**src/rtl/bcd_arb_pkg.sv**
```systemverilog
// Shared types and constants for the round-robin binary-to-BCD converter.
package bcd_arb_pkg;
    typedef enum logic [1:0] {IDLE, CONV, DONE} state_t;
    localparam int          DIGIT_W     = 4;
    localparam logic [3:0]  BLANK_DIGIT = 4'hF;
endpackage

```
**src/rtl/bcd_conv_arbiter_div_mod.sv**
```systemverilog
// Combinational divide/modulo by a constant base; used as the single shared
// divide-by-10 step of the converter.
module div_mod #(
    parameter int BASE  = 10,
    parameter int W_in  = 9,
    parameter int W_mod = 4
) (
    input  logic [W_in-1:0]  i_num,
    output logic [W_in-1:0]  o_quot,
    output logic [W_mod-1:0] o_mod
);
    logic [W_in-1:0] w_rem;

    assign o_quot = i_num / W_in'(BASE);
    assign w_rem  = i_num % W_in'(BASE);
    assign o_mod  = w_rem[W_mod-1:0];
endmodule

```
**src/rtl/bcd_conv_arbiter.sv**
```systemverilog
// Round-robin arbiter sharing one iterative binary-to-BCD converter.
// Optional build macro BCD_ARB_BLANK_EN: leading zero digits read as 4'hF.
module bcd_conv_arbiter
    import bcd_arb_pkg::*;
#(
    parameter int N_REQ  = 4,
    parameter int W_IN   = 9,
    parameter int DIGITS = 3
) (
    input  logic                      clk,
    input  logic                      rst,
    input  logic [N_REQ-1:0]          req,
    input  logic [N_REQ*W_IN-1:0]     value,
    output logic [N_REQ-1:0]          grant,
    output logic                      busy,
    output logic                      done,
    output logic [DIGITS*DIGIT_W-1:0] digits,
    output logic                      ovf
);
    localparam int PTR_W = (N_REQ  > 1) ? $clog2(N_REQ)  : 1;
    localparam int IDX_W = (DIGITS > 1) ? $clog2(DIGITS) : 1;

    state_t r_state, w_state_nxt;

    logic [PTR_W-1:0]                     r_ptr, r_owner, w_win;
    logic [N_REQ-1:0]                     r_grant;
    logic                                 r_busy, r_done, r_ovf;
    logic [W_IN-1:0]                      r_work, w_quot, w_operand;
    logic [IDX_W-1:0]                     r_idx;
    logic [DIGITS-1:0][DIGIT_W-1:0]       r_dig, w_dig_nxt, w_out, r_digits;
    logic [DIGIT_W-1:0]                   w_rem;
    logic                                 w_last;

    div_mod #(.BASE(10), .W_in(W_IN), .W_mod(DIGIT_W)) u_div (
        .i_num  (r_work),
        .o_quot (w_quot),
        .o_mod  (w_rem)
    );

    // Scan downward so the requester closest above r_ptr wins last.
    always_comb begin
        w_win = '0;
        for (int k = N_REQ-1; k >= 0; k--) begin
            int j;
            j = int'(r_ptr) + k;
            if (j >= N_REQ) j = j - N_REQ;
            if (req[j]) w_win = PTR_W'(j);
        end
    end

    assign w_operand = value[w_win*W_IN +: W_IN];
    assign w_last    = (r_idx == IDX_W'(DIGITS-1));

    // Merge this cycle's remainder so the final digit is visible at the DONE load.
    always_comb begin
        w_dig_nxt        = r_dig;
        w_dig_nxt[r_idx] = w_rem;
    end

`ifdef BCD_ARB_BLANK_EN
    always_comb begin
        logic lead;
        lead  = 1'b1;
        w_out = w_dig_nxt;
        for (int k = DIGITS-1; k >= 1; k--) begin
            if (lead && (w_dig_nxt[k] == '0)) begin
                w_out[k] = BLANK_DIGIT;
            end else begin
                lead = 1'b0;
            end
        end
    end
`else
    assign w_out = w_dig_nxt;
`endif

    always_comb begin
        w_state_nxt = r_state;
        case (r_state)
            IDLE:    if (|req)  w_state_nxt = CONV;
            CONV:    if (w_last) w_state_nxt = DONE;
            DONE:    w_state_nxt = IDLE;
            default: w_state_nxt = IDLE;
        endcase
    end

    always_ff @(posedge clk) begin
        if (rst) r_state <= IDLE;
        else     r_state <= w_state_nxt;
    end

    always_ff @(posedge clk) begin
        if (rst) begin
            r_ptr    <= '0;
            r_owner  <= '0;
            r_grant  <= '0;
            r_busy   <= 1'b0;
            r_done   <= 1'b0;
            r_ovf    <= 1'b0;
            r_work   <= '0;
            r_idx    <= '0;
            r_dig    <= '0;
            r_digits <= '0;
        end else begin
            case (r_state)
                IDLE: begin
                    if (|req) begin
                        r_grant <= N_REQ'(1) << w_win;
                        r_owner <= w_win;
                        r_busy  <= 1'b1;
                        r_work  <= w_operand;
                        r_idx   <= '0;
                        r_dig   <= '0;
                    end
                end
                CONV: begin
                    r_dig  <= w_dig_nxt;
                    r_work <= w_quot;
                    if (w_last) begin
                        r_digits <= w_out;
                        r_ovf    <= (w_quot != '0);
                        r_done   <= 1'b1;
                    end else begin
                        r_idx <= r_idx + 1'b1;
                    end
                end
                DONE: begin
                    r_done  <= 1'b0;
                    r_grant <= '0;
                    r_busy  <= 1'b0;
                    r_ptr   <= (r_owner == PTR_W'(N_REQ-1)) ? '0 : r_owner + 1'b1;
                end
                default: ;
            endcase
        end
    end

    assign grant  = r_grant;
    assign busy   = r_busy;
    assign done   = r_done;
    assign digits = r_digits;
    assign ovf    = r_ovf;
endmodule

```
**config.mk**
```make
export PLATFORM = sky130hd
export DESIGN_NAME = bcd_conv_arbiter
export DESIGN_NICKNAME = d
export VERILOG_FILES = /design/src/rtl/bcd_arb_pkg.sv /design/src/rtl/bcd_conv_arbiter_div_mod.sv /design/src/rtl/bcd_conv_arbiter.sv
export SDC_FILE = /design/constraint.sdc
export NUM_CORES = 1
export LEC_CHECK = 0
export ABC_AREA = 1
export BUFFER_PORTS_ARGS = -buffer_cell sky130_fd_sc_hd__buf_2
export CAP_MARGIN = 40
export CORE_UTILIZATION = 55
export DETAILED_ROUTE_END_ITERATION = 6
export PLACE_DENSITY = 0.8
export SYNTH_ARGS = -nofsm -noshare
export SYNTH_HDL_FRONTEND = slang
export SYNTH_SLANG_ARGS = --single-unit
export TNS_END_PERCENT = 1
```
**constraint.sdc**
```tcl
create_clock -name clk -period 4.95 [get_ports clk]
set_input_delay 0.2475 -clock clk [delete_from_list [all_inputs] [get_ports clk]]
set_output_delay 0.2475 -clock clk [all_outputs]
set_load 0.02 [all_outputs]
```
==> results_tabular.tex, run 1 <==
\begin{tabular}{lr}
\hline
Metric & Value \\
\hline
\multicolumn{2}{l}{\textbf{GRT}} \\
\quad Tot GR Track Use & 28.20\% \\
\quad Antenna violations before repair & 0 \\
\quad Number of global-route vias before repair & 2757 \\
\quad Global-route wire length before repair & 12.05 mm \\
\quad Maximum number of pins on one net before global-route repair & 25 \\
\quad Global route total overflow & 0 \\
\multicolumn{2}{l}{\textbf{Clock tree}} \\
\quad Clock Latency Late Sink & 300 ps \\
\quad Post-cts sizing count & 0 \\
\quad Longest Clk Path Bufs & 2 \\
\quad Root buffer selected by CTS & clkbuf\_8 \\
\quad CTS H-tree depth & 2 \\
\quad Cts hold-fix bufs & 0 \\
\quad CTS buffer count & 5 \\
\quad Clock tree from TritonCTS & yes \\
\quad CTS sink count & 44 \\
\quad Post CTS Setup Buffer Count & 0 \\
\quad Register clock-pin slew on the reported worst setup and hold paths & approximately 80 ps \\
\multicolumn{2}{l}{\textbf{Placed design}} \\
\quad Detailed-placement wirelength estimate & 5.354 mm \\
\quad Number of placed instances, taps included & 536 \\
\quad Port Buffer Count & 60 \\
\quad Last weighted congestion value of the routability-driven placer & 0.9328 \\
\multicolumn{2}{l}{\textbf{Power and ir drop}} \\
\quad Internal power of the cells & 880.2 uW \\
\quad Combinational cell fraction of total power & 59.0\% \\
\quad Sequential share of power & 24.6\% \\
\quad Clock Power Share & between 15 and 20\% \\
\quad Power density relative to cell area & just over 500 nW/um\^{}2 \\
\quad Static leakage & between 0.0015 and 0.002 uW \\
\quad Switching part of the total power & around half \\
\quad Highest ir drop seen on vdd & about 0.00027 V \\
\quad Net Sw Power & roughly 820 uW \\
\multicolumn{2}{l}{\textbf{Hold path}} \\
\quad Worst Hold Class & in2reg \\
\multicolumn{2}{l}{\textbf{Synth}} \\
\quad Nets in the synthesized netlist & 466 \\
\quad Number of library cell types mapped by synthesis & 39 \\
\quad Sequential-to-total area share from yosys stat & 30.14\% \\
\quad Post-synth top area cell & dfxtp\_1 \\
\quad Top-count cell post-synth & nand2\_1 \\
\quad Number of enable-type register cells in the synthesized netlist & 0 \\
\quad Instance count of the mapped netlist & 418 \\
\quad Most used flip-flop cell after synthesis & dfxtp\_1 \\
\quad Ys async rst share & 0\% \\
\quad Average size of a mapped cell & 6.992 sq um \\
\quad Share of the synthesized area in the top cell type & 30.14\% \\
\quad YS warnings & 0 \\
\quad Biggest area contributors in the synthesized netlist & dfxtp\_1 (30\%), nand2\_1 (10\%), nand3\_2 (6.2\%) \\
\quad Synth Register Bits & 44 \\
\quad Top cells by count, synth & nand2\_1 (78), nor2\_1 (47), dfxtp\_1 (44), inv\_1 (36), nand3\_1 (29) \\
\quad Syn Std Cell Area & 2923 sq um \\
\multicolumn{2}{l}{\textbf{Routing}} \\
\quad Met2 WL post-DR & 3.350 mm \\
\quad First-pass iteration count of the detailed router & 5 \\
\quad DR WL/cell & 13.20 microns \\
\quad Wire length reported by the detailed router & 7.181 mm \\
\quad Top routing layer used & met4 \\
\quad Vias post-DR & 2973 \\
\quad Met3 wire len & 333 microns \\
\quad Initial detailed-routing violation count & 162 \\
\quad Number of nets still failing antenna checks after routing & 0 \\
\quad Detailed-route vias per instance & roughly 5.5 \\
\quad Remaining DRCs & 0 \\
\quad M1 wire length & 3.351 mm \\
\multicolumn{2}{l}{\textbf{Layout}} \\
\quad Fraction of final layout cells sized beyond drive strength 1 & 31.01\% \\
\quad Area of the multi-input gates & between 1500 and 2000 sq um \\
\quad Relative area change from synthesis to final layout & 15.15\% \\
\quad Area taken by flip-flops and latches & 880.8 sq um \\
\quad Nets@finish & around 520 \\
\quad Antenna diode count & 0 \\
\quad Number of inserted filler cells in the final layout & 461 \\
\quad Post-route insts no fill & 544 \\
\multicolumn{2}{l}{\textbf{Floorplan}} \\
\quad Initial cell density of the core & a little under three fifths \\
\quad Overall die area & 5610 sq um \\
\quad Total number of placement rows & 26 \\
\quad Width of the chip & 74.90 microns \\
\quad Area of the core & 5107 sq um \\
\quad Num ports & 61 \\
\quad Die Span Y & 74.90 microns \\
\multicolumn{2}{l}{\textbf{Timing}} \\
\quad Setup repair after global routing missed its margin & no \\
\quad Fin Clk Skew & 7.830 ps \\
\quad Total of endpoints with negative setup slack in the final report & 0 \\
\quad Count of pins over their slew limit & 0 \\
\quad Period utilisation layout & 67.39\% \\
\quad Final min period & 3336 ps \\
\quad TNS Setup & 0 ps \\
\quad Fmax & between 0.2 and 0.3 GHz \\
\quad Least-Margin Pin Slew & between 800 and 900 ps \\
\quad Headroom to the max-slew limit & 43.43\% \\
\quad Endpoints failing hold & 0 \\
\multicolumn{2}{l}{\textbf{Worst setup path}} \\
\quad Slowest stage cell on the critical path & dfxtp\_1 \\
\quad CP max FO & 5 \\
\quad Max stage delay on crit path & between 400 and 500 ps \\
\quad Signal arrival time at the worst endpoint & 3540 ps \\
\quad Critical path capture point type & register \\
\quad Cell seen most often among critical-path stages & nand2\_2 \\
\quad Worst Path Required & 5150 ps \\
\quad Type of the worst setup path & reg2reg \\
\quad Kind of start point of the critical path & register \\
\multicolumn{2}{l}{\textbf{Job}} \\
\quad Max-cap violations & 0 \\
\multicolumn{2}{l}{\textbf{Run status}} \\
\quad Status & finished clean \\
\hline
\end{tabular}
final timing paths:
kind             start   endpoint  slack [ps]  cells past startpoint
max reg2reg  r_work[6]  digits[9]        1610                     30
max          r_work[6]  digits[9]        1610                     30
min reg2reg   grant[0]   grant[0]         460                      2
min          value[14]  r_work[5]         290                      5
routing by layer:
layer | vias to the layer above | track usage (%)
met5 | - | 0
met4 | 0 | 10.27
met3 | 14 | 4.685
met2 | 90 | 46.95
met1 | 1388 | 36.88
li1 | 1481 | -
cell type report:
| type | instances | share of cell area (%) |
|---|---|---|
| multi-input cells | 310 | 52.86 |
| flip-flops and latches | 44 | 26.17 |
| repair buffers | 61 | 9.145 |
| inverters | 51 | 5.911 |
| well taps | 70 | 2.602 |
| clock buffers | 5 | 2.045 |
| clock inverters | 3 | 1.264 |
per-stage QoR:
stage | power, uW | util (%) | instance area, sq um | hold slack, ps | worst slack [ps]
finish | 1702 | 65.90 | 3366 | 290.3 | 1614
global route | 1832 | 65.90 | 3366 | 339.0 | 1258
CTS | 1700 | 65.90 | 3366 | 287.9 | 1647
detailed placement | 1421 | 63.72 | 3254 | 454.7 | 1664
global placement | 1388 | 63.72 | 3254 | 448.7 | 1806
floorplan | 1264 | - | 2923 | 441.3 | 1986
worst max-delay path, delay by kind of cell, from the launching register on:
family	cells	cell delay, ps
DFF	1	410
AOI/OAI and AO/OA	2	410
and+or+nand+nor	22	1820
adders and majority gates	1	170
buffers and inverters	5	400
power by group through the flow:
| stage | combinational [uW] | sequential [uW] | clock [uW] |
|---|---|---|---|
| 4_1_cts | 1000 | 418 | 281 |
| 2_1_floorplan | 831 | 433 | 0 |
| 3_5_place_dp | 995 | 426 | 0 |
| 5_1_grt | 1110 | 424 | 296 |
| 6_report | 1010 | 419 | 278 |
| 3_3_place_gp | 964 | 424 | 0 |
registers in the layout, summed over array words and instances (netlist names):
signal,flops
busy,1
r_owner,2
grant,4
r_dig,8
r_state,2
done,1
r_work,9
r_idx,2
ovf,1
digits,12
r_ptr,2
logic make-up (layout without fill, tap and decap cells):
family / after synthesis / in the layout / synth area share (%)
simple gates: 215 / 215 / 39.21
compound gates: 88 / 88 / 18.79
buf+inv: 64 / 120 / 8.990
flops: 44 / 44 / 30.14
fa+ha+maj: 6 / 6 / 2.568
xor+xnor: 1 / 1 / 0.2997
cells in the final DEF (no fill, tap or decap), drive strengths merged:
cell	instances
a2111oi	1
a211oi	1
a21boi	1
a21oi	31
a221oi	2
a31oi	3
buf	61
bufinv	1
clkbuf	5
clkinv	3
clkinvlp	1
dfxtp	44
ha	6
inv	49
nand2	106
nand3	48
nand4	2
nor2	47
nor3	2
o211ai	3
o21ai	35
o21bai	1
o221ai	2
o22ai	6
o32ai	2
or2	10
xor2	1
No activity file was read; power rests on OpenSTA's default activity.
==> run 2, diff against run 1 <==
Settings changed: ABC_AREA 1 to 0.
Clock period 4.95 ns to 3.4 ns, I/O delays scaled along.
==> results_tabular.tex, run 2 <==
\begin{tabular}{lr}
\hline
Metric & Value \\
\hline
\multicolumn{2}{l}{\textbf{Run status}} \\
\quad Status & complete, but fails checks \\
\quad Failing checks & setup timing \\
\multicolumn{2}{l}{\textbf{Synth}} \\
\quad Average size of a mapped cell & 7.719 sq um (+10\%) \\
\quad Top cells by count, synth & dfxtp\_1 (44), nor2\_1 (41), a21oi\_1 (29), nand2\_1 (27), clkbuf\_1 (25) \\
\quad Share of the synthesized area in the top cell type & 31.10\% (+0.96 points) \\
\quad YS warnings & 0 (unchanged) \\
\quad Number of library cell types mapped by synthesis & 56 (+44\%) \\
\quad Top-count cell post-synth & dfxtp\_1 \\
\quad Biggest area contributors in the synthesized netlist & dfxtp\_1 (31\%), mux2i\_1 (6.4\%), nor2\_1 (5.4\%) \\
\quad Sequential-to-total area share from yosys stat & 31.10\% (+0.96 points) \\
\quad Instance count of the mapped netlist & 367 (-12\%) \\
\quad Number of enable-type register cells in the synthesized netlist & 0 (unchanged) \\
\quad Synth Register Bits & 44 (unchanged) \\
\quad Post-synth top area cell & dfxtp\_1 \\
\quad Most used flip-flop cell after synthesis & dfxtp\_1 \\
\quad Nets in the synthesized netlist & 415 (-11\%) \\
\quad Syn Std Cell Area & 2833 sq um (-3.1\%) \\
\quad Ys async rst share & 0\% (unchanged) \\
\multicolumn{2}{l}{\textbf{Power and ir drop}} \\
\quad Pwr Total & 1504 uW (-12\%) \\
\quad Static leakage & 0.001562 uW (-5.9\%) \\
\quad Power density relative to cell area & 420.8 nW/um\^{}2 (-17\%) \\
\quad Highest ir drop seen on vdd & 0.0002802 V (+3.8\%) \\
\multicolumn{2}{l}{\textbf{Worst setup path}} \\
\quad Max stage delay on crit path & 410 ps (about the same) \\
\quad Worst setup path startpoint & r\_work[7] \\
\quad CP max FO & 9 (+4) \\
\quad Stages on the worst setup path & 16 (-47\%) \\
\quad Worst r2r src & r\_work[7] \\
\quad Critical path buffers and inverters & 1 (-4) \\
\quad Slowest stage cell on the critical path & a221o\_1 \\
\quad Critical path capture point type & register \\
\quad Type of the worst setup path & reg2reg \\
\quad Setup slack on the worst flop-to-flop path & -150 ps (-1760 ps) \\
\quad Kind of start point of the critical path & register \\
\quad Reg2reg path depth & 16 (-47\%) \\
\quad List of cells traversed by the critical path & buf\_4 > nand2b\_1 > nor3\_1 > a31oi\_1 > o221ai\_2 > nor2\_1 > a21oi\_1 > o221a\_2 > ha\_4 > o21bai\_4 > nor2\_4 > o31ai\_2 > a221o\_1 > nor3b\_4 > xnor2\_2 > a41o\_1 \\
\quad Signal arrival time at the worst endpoint & 3740 ps (+200 ps) \\
\quad Top cell family by delay on the critical path & compound AO/OA/AOI/OAI gates \\
\quad Worst setup path end & r\_dig[3] \\
\quad Worst Path Required & 3590 ps (-1560 ps) \\
\quad Worst reg2reg path endpoint & r\_dig[3] \\
\multicolumn{2}{l}{\textbf{Routing}} \\
\quad DR WL/cell & 15.74 microns (+19\%) \\
\quad Initial detailed-routing violation count & 279 (+72\%) \\
\quad Number of nets still failing antenna checks after routing & 0 (unchanged) \\
\quad Detailed-route vias per instance & 6.107 (+12\%) \\
\quad First-pass iteration count of the detailed router & 5 (unchanged) \\
\quad Wire length reported by the detailed router & 7.962 mm (+11\%) \\
\quad Vias post-DR & 3090 (+3.9\%) \\
\quad Remaining DRCs & 0 (unchanged) \\
\multicolumn{2}{l}{\textbf{Timing}} \\
\quad Fmax & 0.2819 GHz (-6.0\%) \\
\quad Least-Margin Pin Slew & 634.8 ps (-210.7 ps) \\
\quad Final min period & 3547 ps (+211.5 ps) \\
\quad Fin Clk Skew & 5.208 ps (-2.622 ps) \\
\quad Worst-case hold slack & 280.3 ps (-9.970 ps) \\
\quad Total of endpoints with negative setup slack in the final report & 10 (+10) \\
\quad Endpoints failing hold & 0 (unchanged) \\
\quad Period utilisation layout & 104.3\% (+37 points) \\
\quad Count of pins over their slew limit & 0 (unchanged) \\
\quad Headroom to the max-slew limit & 57.68\% (+14 points) \\
\quad Setup repair after global routing missed its margin & yes \\
\quad Final setup margin & -147.2 ps (-1761 ps) \\
\multicolumn{2}{l}{\textbf{Layout}} \\
\quad Fraction of final layout cells sized beyond drive strength 1 & 31.66\% (+0.65 points) \\
\quad Most frequent standard cell in the layout excluding fill and tap cells & buf\_2 \\
\quad Nets@finish & 487 (-6.5\%) \\
\quad Relative area change from synthesis to final layout & 26.19\% \\
\quad Antenna diode count & 0 (unchanged) \\
\quad Commonest non-fill, non-tap cells in the layout & buf\_2 (61), dfxtp\_1 (42), nor2\_1 (38) \\
\quad Max reg flops & 12 (unchanged) \\
\multicolumn{2}{l}{\textbf{Floorplan}} \\
\quad Total number of placement rows & 25 (-3.8\%) \\
\quad Initial cell density of the core & 58.43\% (+1.2 points) \\
\quad Area of the core & 4848 sq um (-5.1\%) \\
\quad Width of the chip & 73.77 microns (-1.5\%) \\
\quad Overall die area & 5441 sq um (-3.0\%) \\
\quad Die Span Y & 73.77 microns (-1.5\%) \\
\quad Num ports & 61 (unchanged) \\
\multicolumn{2}{l}{\textbf{Placed design}} \\
\quad Port Buffer Count & 60 (unchanged) \\
\quad Detailed-placement wirelength estimate & 5.601 mm (+4.6\%) \\
\quad Last weighted congestion value of the routability-driven placer & 0.8121 (-13\%) \\
\multicolumn{2}{l}{\textbf{GRT}} \\
\quad Antenna violations before repair & 0 (unchanged) \\
\quad Tot GR Track Use & 29.43\% (+1.2 points) \\
\quad Global route total overflow & 0 (unchanged) \\
\quad Maximum number of pins on one net before global-route repair & 35 (+40\%) \\
\quad Global-route wire length before repair & 12.44 mm (+3.2\%) \\
\quad Number of global-route vias before repair & 2740 (-0.62\%) \\
\multicolumn{2}{l}{\textbf{Clock tree}} \\
\quad Clock Latency Late Sink & 290 ps (about the same) \\
\quad CTS sink count & 44 (unchanged) \\
\quad Root buffer selected by CTS & clkbuf\_8 \\
\quad CTS buffer count & 5 (unchanged) \\
\quad Register clock-pin slew on the reported worst setup and hold paths & 80 ps (about the same) \\
\quad Longest Clk Path Bufs & 2 (unchanged) \\
\quad Cts hold-fix bufs & 0 (unchanged) \\
\quad CTS H-tree depth & 2 (unchanged) \\
\quad Clock tree from TritonCTS & yes \\
\multicolumn{2}{l}{\textbf{Hold path}} \\
\quad Worst Hold Class & in2reg \\
\multicolumn{2}{l}{\textbf{Job}} \\
\quad Max-cap violations & 0 (unchanged) \\
\hline
\end{tabular}
[run 2: timing repair]
item                       4_1_cts  5_1_grt
pin swaps                       11       11
setup endpoints to repair       16       17
buffers inserted                 4        1
gates resized for setup         16       24
[run 2: metrics by stage]
step | cell area [sq um] | utilization, % | setup TNS, ps | worst slack, ps | std cells
global route | 3575 | 73.73 | -2260 | -234.1 | 506
CTS | 3473 | 71.64 | -227.9 | -66.39 | 505
finish | 3575 | 73.73 | -877.8 | -147.2 | 506
global placement | 3319 | 68.46 | -220.0 | -45.02 | 493
floorplan | 2833 | - | -93.84 | -18.82 | 367
detailed placement | 3324 | 68.57 | -1673 | -250.5 | 494
[run 2: layout make-up]
class,instances,area (sq um)
Sequential cell,44,885.9
Inverter,10,37.54
Tap cell,67,83.83
Clock buffer,5,68.82
Fill cell,367,1274
Timing Repair Buffer,96,575.6
Clock inverter,2,12.51
Multi-Input combinational cell,282,1911
[run 2: logic make-up (layout without fill, tap and decap cells)]
group / after synthesis / count (layout) / synth area share, %
and+or+nand+nor: 135 / 135 / 23.85
buffers and inverters: 41 / 113 / 5.786
adders and majority gates: 6 / 6 / 2.650
AOI/OAI and AO/OA: 111 / 111 / 26.02
xor gates and xnor gates: 6 / 6 / 1.855
DFF: 44 / 44 / 31.10
muxes: 24 / 24 / 8.745
[run 2: where the power goes]
group | leakage [uW] | switching [uW] | internal, uW
Combinational | 0.00116 | 334 | 282
Clock | 0.0000400 | 173 | 139
Sequential | 0.000359 | 31.4 | 544
Total | 0.00156 | 539 | 966
[run 2: worst min-delay path by stage]
stage               from         to  slack, ps  cells after the start
2_1_floorplan   r_dig[1]   r_dig[1]        440                      2
6_report       value[21]  r_work[3]        280                      5
3_3_place_gp        busy       busy        440                      2
3_5_place_dp        busy       busy        450                      2
4_1_cts        value[21]  r_work[3]        280                      5
5_1_grt        value[30]  r_work[3]        310                      5
[run 2: routing by layer]
layer / vias up / wire, microns / GRT usage (%) / part of all wire, %
met5: - / 0 / 0 / 0
met4: 0 / 183 / 10.04 / 2.3
met3: 25 / 472 / 5.487 / 5.9
met2: 134 / 3912 / 49.44 / 49
met1: 1445 / 3394 / 37.67 / 43
li1: 1486 / - / - / -
[run 2: worst min-delay path: cells and delay by family]
kind	cells	cell delay, ps
buf+inv	1	70
mux	1	70
compound gates	1	60
simple gates	2	170
==> run 3, diff against run 2 <==
Settings changed: CORE_UTILIZATION 55 to 30, MAX_ROUTING_LAYER set to met4, PLACE_DENSITY 0.8 to unset.
==> results_tabular.tex, run 3 (same netlist as run 2, synthesis figures left out) <==
\begin{tabular}{lr}
\hline
Metric & Value \\
\hline
\multicolumn{2}{l}{\textbf{Worst setup path}} \\
\quad Signal arrival time at the worst endpoint & 3620 ps (-120 ps) \\
\quad Type of the worst setup path & reg2reg \\
\quad CP max FO & 7 (-2) \\
\quad Kind of start point of the critical path & register \\
\quad List of cells traversed by the critical path & buf\_4 > nor2b\_1 > a22oi\_1 > nor2\_1 > or3\_1 > nor2\_1 > a21oi\_1 > o221a\_2 > ha\_2 > o21bai\_4 > nor2\_2 > o31ai\_2 > a221o\_1 > nor3b\_4 > xnor2\_2 > a41o\_1 \\
\quad Setup slack on the worst flop-to-flop path & -20 ps (+130 ps) \\
\quad Worst r2r src & r\_work[6] \\
\quad Cell seen most often among critical-path stages & nor2\_1 \\
\quad Worst Path Required & 3600 ps (about the same) \\
\quad Reg2reg path depth & 16 (unchanged) \\
\quad Max stage delay on crit path & 390 ps (-20 ps) \\
\quad Critical path capture point type & register \\
\quad Top cell family by delay on the critical path & compound AO/OA/AOI/OAI gates \\
\quad Critical path buffers and inverters & 1 (unchanged) \\
\quad Slowest stage cell on the critical path & or3\_1 \\
\quad Worst reg2reg path endpoint & r\_dig[7] \\
\multicolumn{2}{l}{\textbf{Power and ir drop}} \\
\quad Static leakage & 0.001564 uW (+0.11\%) \\
\quad Highest ir drop seen on vdd & 0.0001794 V (-36\%) \\
\quad Power density relative to cell area & 429.3 nW/um\^{}2 (+2.0\%) \\
\multicolumn{2}{l}{\textbf{Routing}} \\
\quad Vias post-DR & 2995 (-3.1\%) \\
\quad DR WL/cell & 14.28 microns (-9.2\%) \\
\quad Number of nets still failing antenna checks after routing & 0 (unchanged) \\
\quad Detailed-route vias per instance & 5.436 (-11\%) \\
\quad Remaining DRCs & 0 (unchanged) \\
\quad Wire length reported by the detailed router & 7.869 mm (-1.2\%) \\
\quad First-pass iteration count of the detailed router & 4 (-1) \\
\quad Initial detailed-routing violation count & 130 (-53\%) \\
\multicolumn{2}{l}{\textbf{Timing}} \\
\quad TNS Setup & -74.73 ps (+803.1 ps) \\
\quad Count of pins over their slew limit & 0 (unchanged) \\
\quad Setup repair after global routing missed its margin & yes \\
\quad Total of endpoints with negative setup slack in the final report & 5 (-5) \\
\quad Final min period & 3422 ps (-125.4 ps) \\
\quad Headroom to the max-slew limit & 57.89\% (+0.21 points) \\
\quad Period utilisation layout & 100.6\% (-3.7 points) \\
\quad Endpoints failing hold & 0 (unchanged) \\
\quad Final setup margin & -21.80 ps (+125.4 ps) \\
\quad Fmax & 0.2922 GHz (+3.7\%) \\
\quad Least-Margin Pin Slew & 631.7 ps (-3.085 ps) \\
\quad Fin Clk Skew & 4.478 ps (-0.7300 ps) \\
\quad Worst-case hold slack & 280.5 ps (+0.2270 ps) \\
\multicolumn{2}{l}{\textbf{Placed design}} \\
\quad Port Buffer Count & 60 (unchanged) \\
\quad Post-detailed-placement cell area & 3395 sq um (+2.1\%) \\
\quad Last weighted congestion value of the routability-driven placer & 0.8963 (+10\%) \\
\quad Detailed-placement wirelength estimate & 5.909 mm (+5.5\%) \\
\multicolumn{2}{l}{\textbf{Clock tree}} \\
\quad CTS buffer count & 5 (unchanged) \\
\quad Cts hold-fix bufs & 0 (unchanged) \\
\quad Clock tree from TritonCTS & yes \\
\quad Register clock-pin slew on the reported worst setup and hold paths & 90 ps (about the same) \\
\quad CTS sink count & 44 (unchanged) \\
\quad Longest Clk Path Bufs & 2 (unchanged) \\
\quad Root buffer selected by CTS & clkbuf\_8 \\
\quad Clock Latency Late Sink & 300 ps (about the same) \\
\quad CTS H-tree depth & 2 (unchanged) \\
\multicolumn{2}{l}{\textbf{Floorplan}} \\
\quad Area of the core & 9196 sq um (+90\%) \\
\quad Overall die area & 9835 sq um (+81\%) \\
\quad Total number of placement rows & 35 (+40\%) \\
\quad Initial cell density of the core & 30.80\% (-28 points) \\
\quad Die Span Y & 99.17 microns (+34\%) \\
\quad Num ports & 61 (unchanged) \\
\quad Width of the chip & 99.17 microns (+34\%) \\
\multicolumn{2}{l}{\textbf{Job}} \\
\quad Max-cap violations & 0 (unchanged) \\
\multicolumn{2}{l}{\textbf{Run status}} \\
\quad Status & complete, but fails checks \\
\quad Failing checks & setup timing \\
\multicolumn{2}{l}{\textbf{Hold path}} \\
\quad Worst Hold Class & in2reg \\
\quad Worst min-delay path endpoint & r\_work[3] \\
\quad Hold-critical path depth & 5 (unchanged) \\
\quad Hold Crit Start & value[21] \\
\multicolumn{2}{l}{\textbf{Layout}} \\
\quad Finished layout cell area & 3615 sq um (+1.1\%) \\
\quad Nets@finish & 487 (unchanged) \\
\quad Number of inserted filler cells in the final layout & 938 (+160\%) \\
\quad Commonest non-fill, non-tap cells in the layout & buf\_2 (61), nor2\_1 (40), dfxtp\_1 (39) \\
\quad Most frequent standard cell in the layout excluding fill and tap cells & buf\_2 \\
\quad Relative area change from synthesis to final layout & 27.61\% \\
\quad Max reg flops & 12 (unchanged) \\
\quad Antenna diode count & 0 (unchanged) \\
\quad Fraction of final layout cells sized beyond drive strength 1 & 31.14\% (-0.53 points) \\
\multicolumn{2}{l}{\textbf{GRT}} \\
\quad Antenna violations before repair & 0 (unchanged) \\
\quad Maximum number of pins on one net before global-route repair & 35 (unchanged) \\
\quad Tot GR Track Use & 16.75\% (-13 points) \\
\quad Global route total overflow & 0 (unchanged) \\
\quad Number of global-route vias before repair & 2865 (+4.6\%) \\
\quad Global-route wire length before repair & 13.12 mm (+5.5\%) \\
\hline
\end{tabular}
-- run 3: cell count changes in the layout (fill, tap and decap cells not counted), sizes merged --
cell    change
bufinv      +1
-- run 3: area by class of cell --
| type | instances | area (sq um) | area share, % |
|---|---|---|---|
| clock inverter | 3 | 42.54 | 1.177 |
| timing repair buffer | 96 | 568.0 | 15.71 |
| inverter | 10 | 37.54 | 1.038 |
| tap | 111 | 138.9 | 3.842 |
| multi-input combinational | 282 | 1869 | 51.71 |
| sequential | 44 | 889.6 | 24.61 |
| clock buffer | 5 | 68.82 | 1.904 |
-- run 3: stage by stage --
step / utilization, % / instances / setup slack, ps / total power (uW)
after floorplan: - / 367 / -18.82 / 924.9
after global placement: 36.86 / 539 / -124.2 / 1088
after detailed placement: 36.91 / 540 / -166.0 / 1097
after CTS: 39.17 / 551 / -29.17 / 1553
after global routing: 39.31 / 551 / -224.9 / 1635
final: 39.31 / 551 / -21.80 / 1552
-- run 3: power by group --
group | internal (uW) | leakage (uW) | total, uW | switching [uW]
clock network | 218 | 0.0000541 | 406 | 189
logic | 262 | 0.00115 | 569 | 306
registers | 545 | 0.000360 | 577 | 32.3
-- run 3: what timing repair did --
action | 4_1_cts | 5_1_grt
setup endpoints to repair | 16 | 16
buffers inserted | 3 | 0
resized for setup | 24 | 8
gates cloned | 0 | 0
pin swaps | 9 | 1
-- run 3: worst min-delay path, stage by stage --
cell and delay [ps]:
buf_2 80, mux2i_1 70, nor2_1 100, a211oi_1 60, nor2_1 70
-- run 3: worst max-delay path by stage --
stage / start / endpoint / slack [ps] / depth (start not counted)
3_5_place_dp: r_work[5] / r_dig[2] / -170 / 15
4_1_cts: r_work[6] / r_dig[3] / -30 / 14
6_report: r_work[6] / r_dig[7] / -20 / 16
5_1_grt: r_work[6] / digits[7] / -220 / 15
3_3_place_gp: r_work[5] / digits[2] / -120 / 15
2_1_floorplan: r_work[8] / digits[2] / -20 / 15
-- run 3: per-layer routing --
layer / vias to the layer above / global-route usage [%] / wire [microns]
met5: - / - / 0
met4: 0 / 5.430 / 150
met3: 15 / 2.249 / 300
met2: 74 / 29.69 / 3925
met1: 1419 / 19.61 / 3493
li1: 1487 / - / -
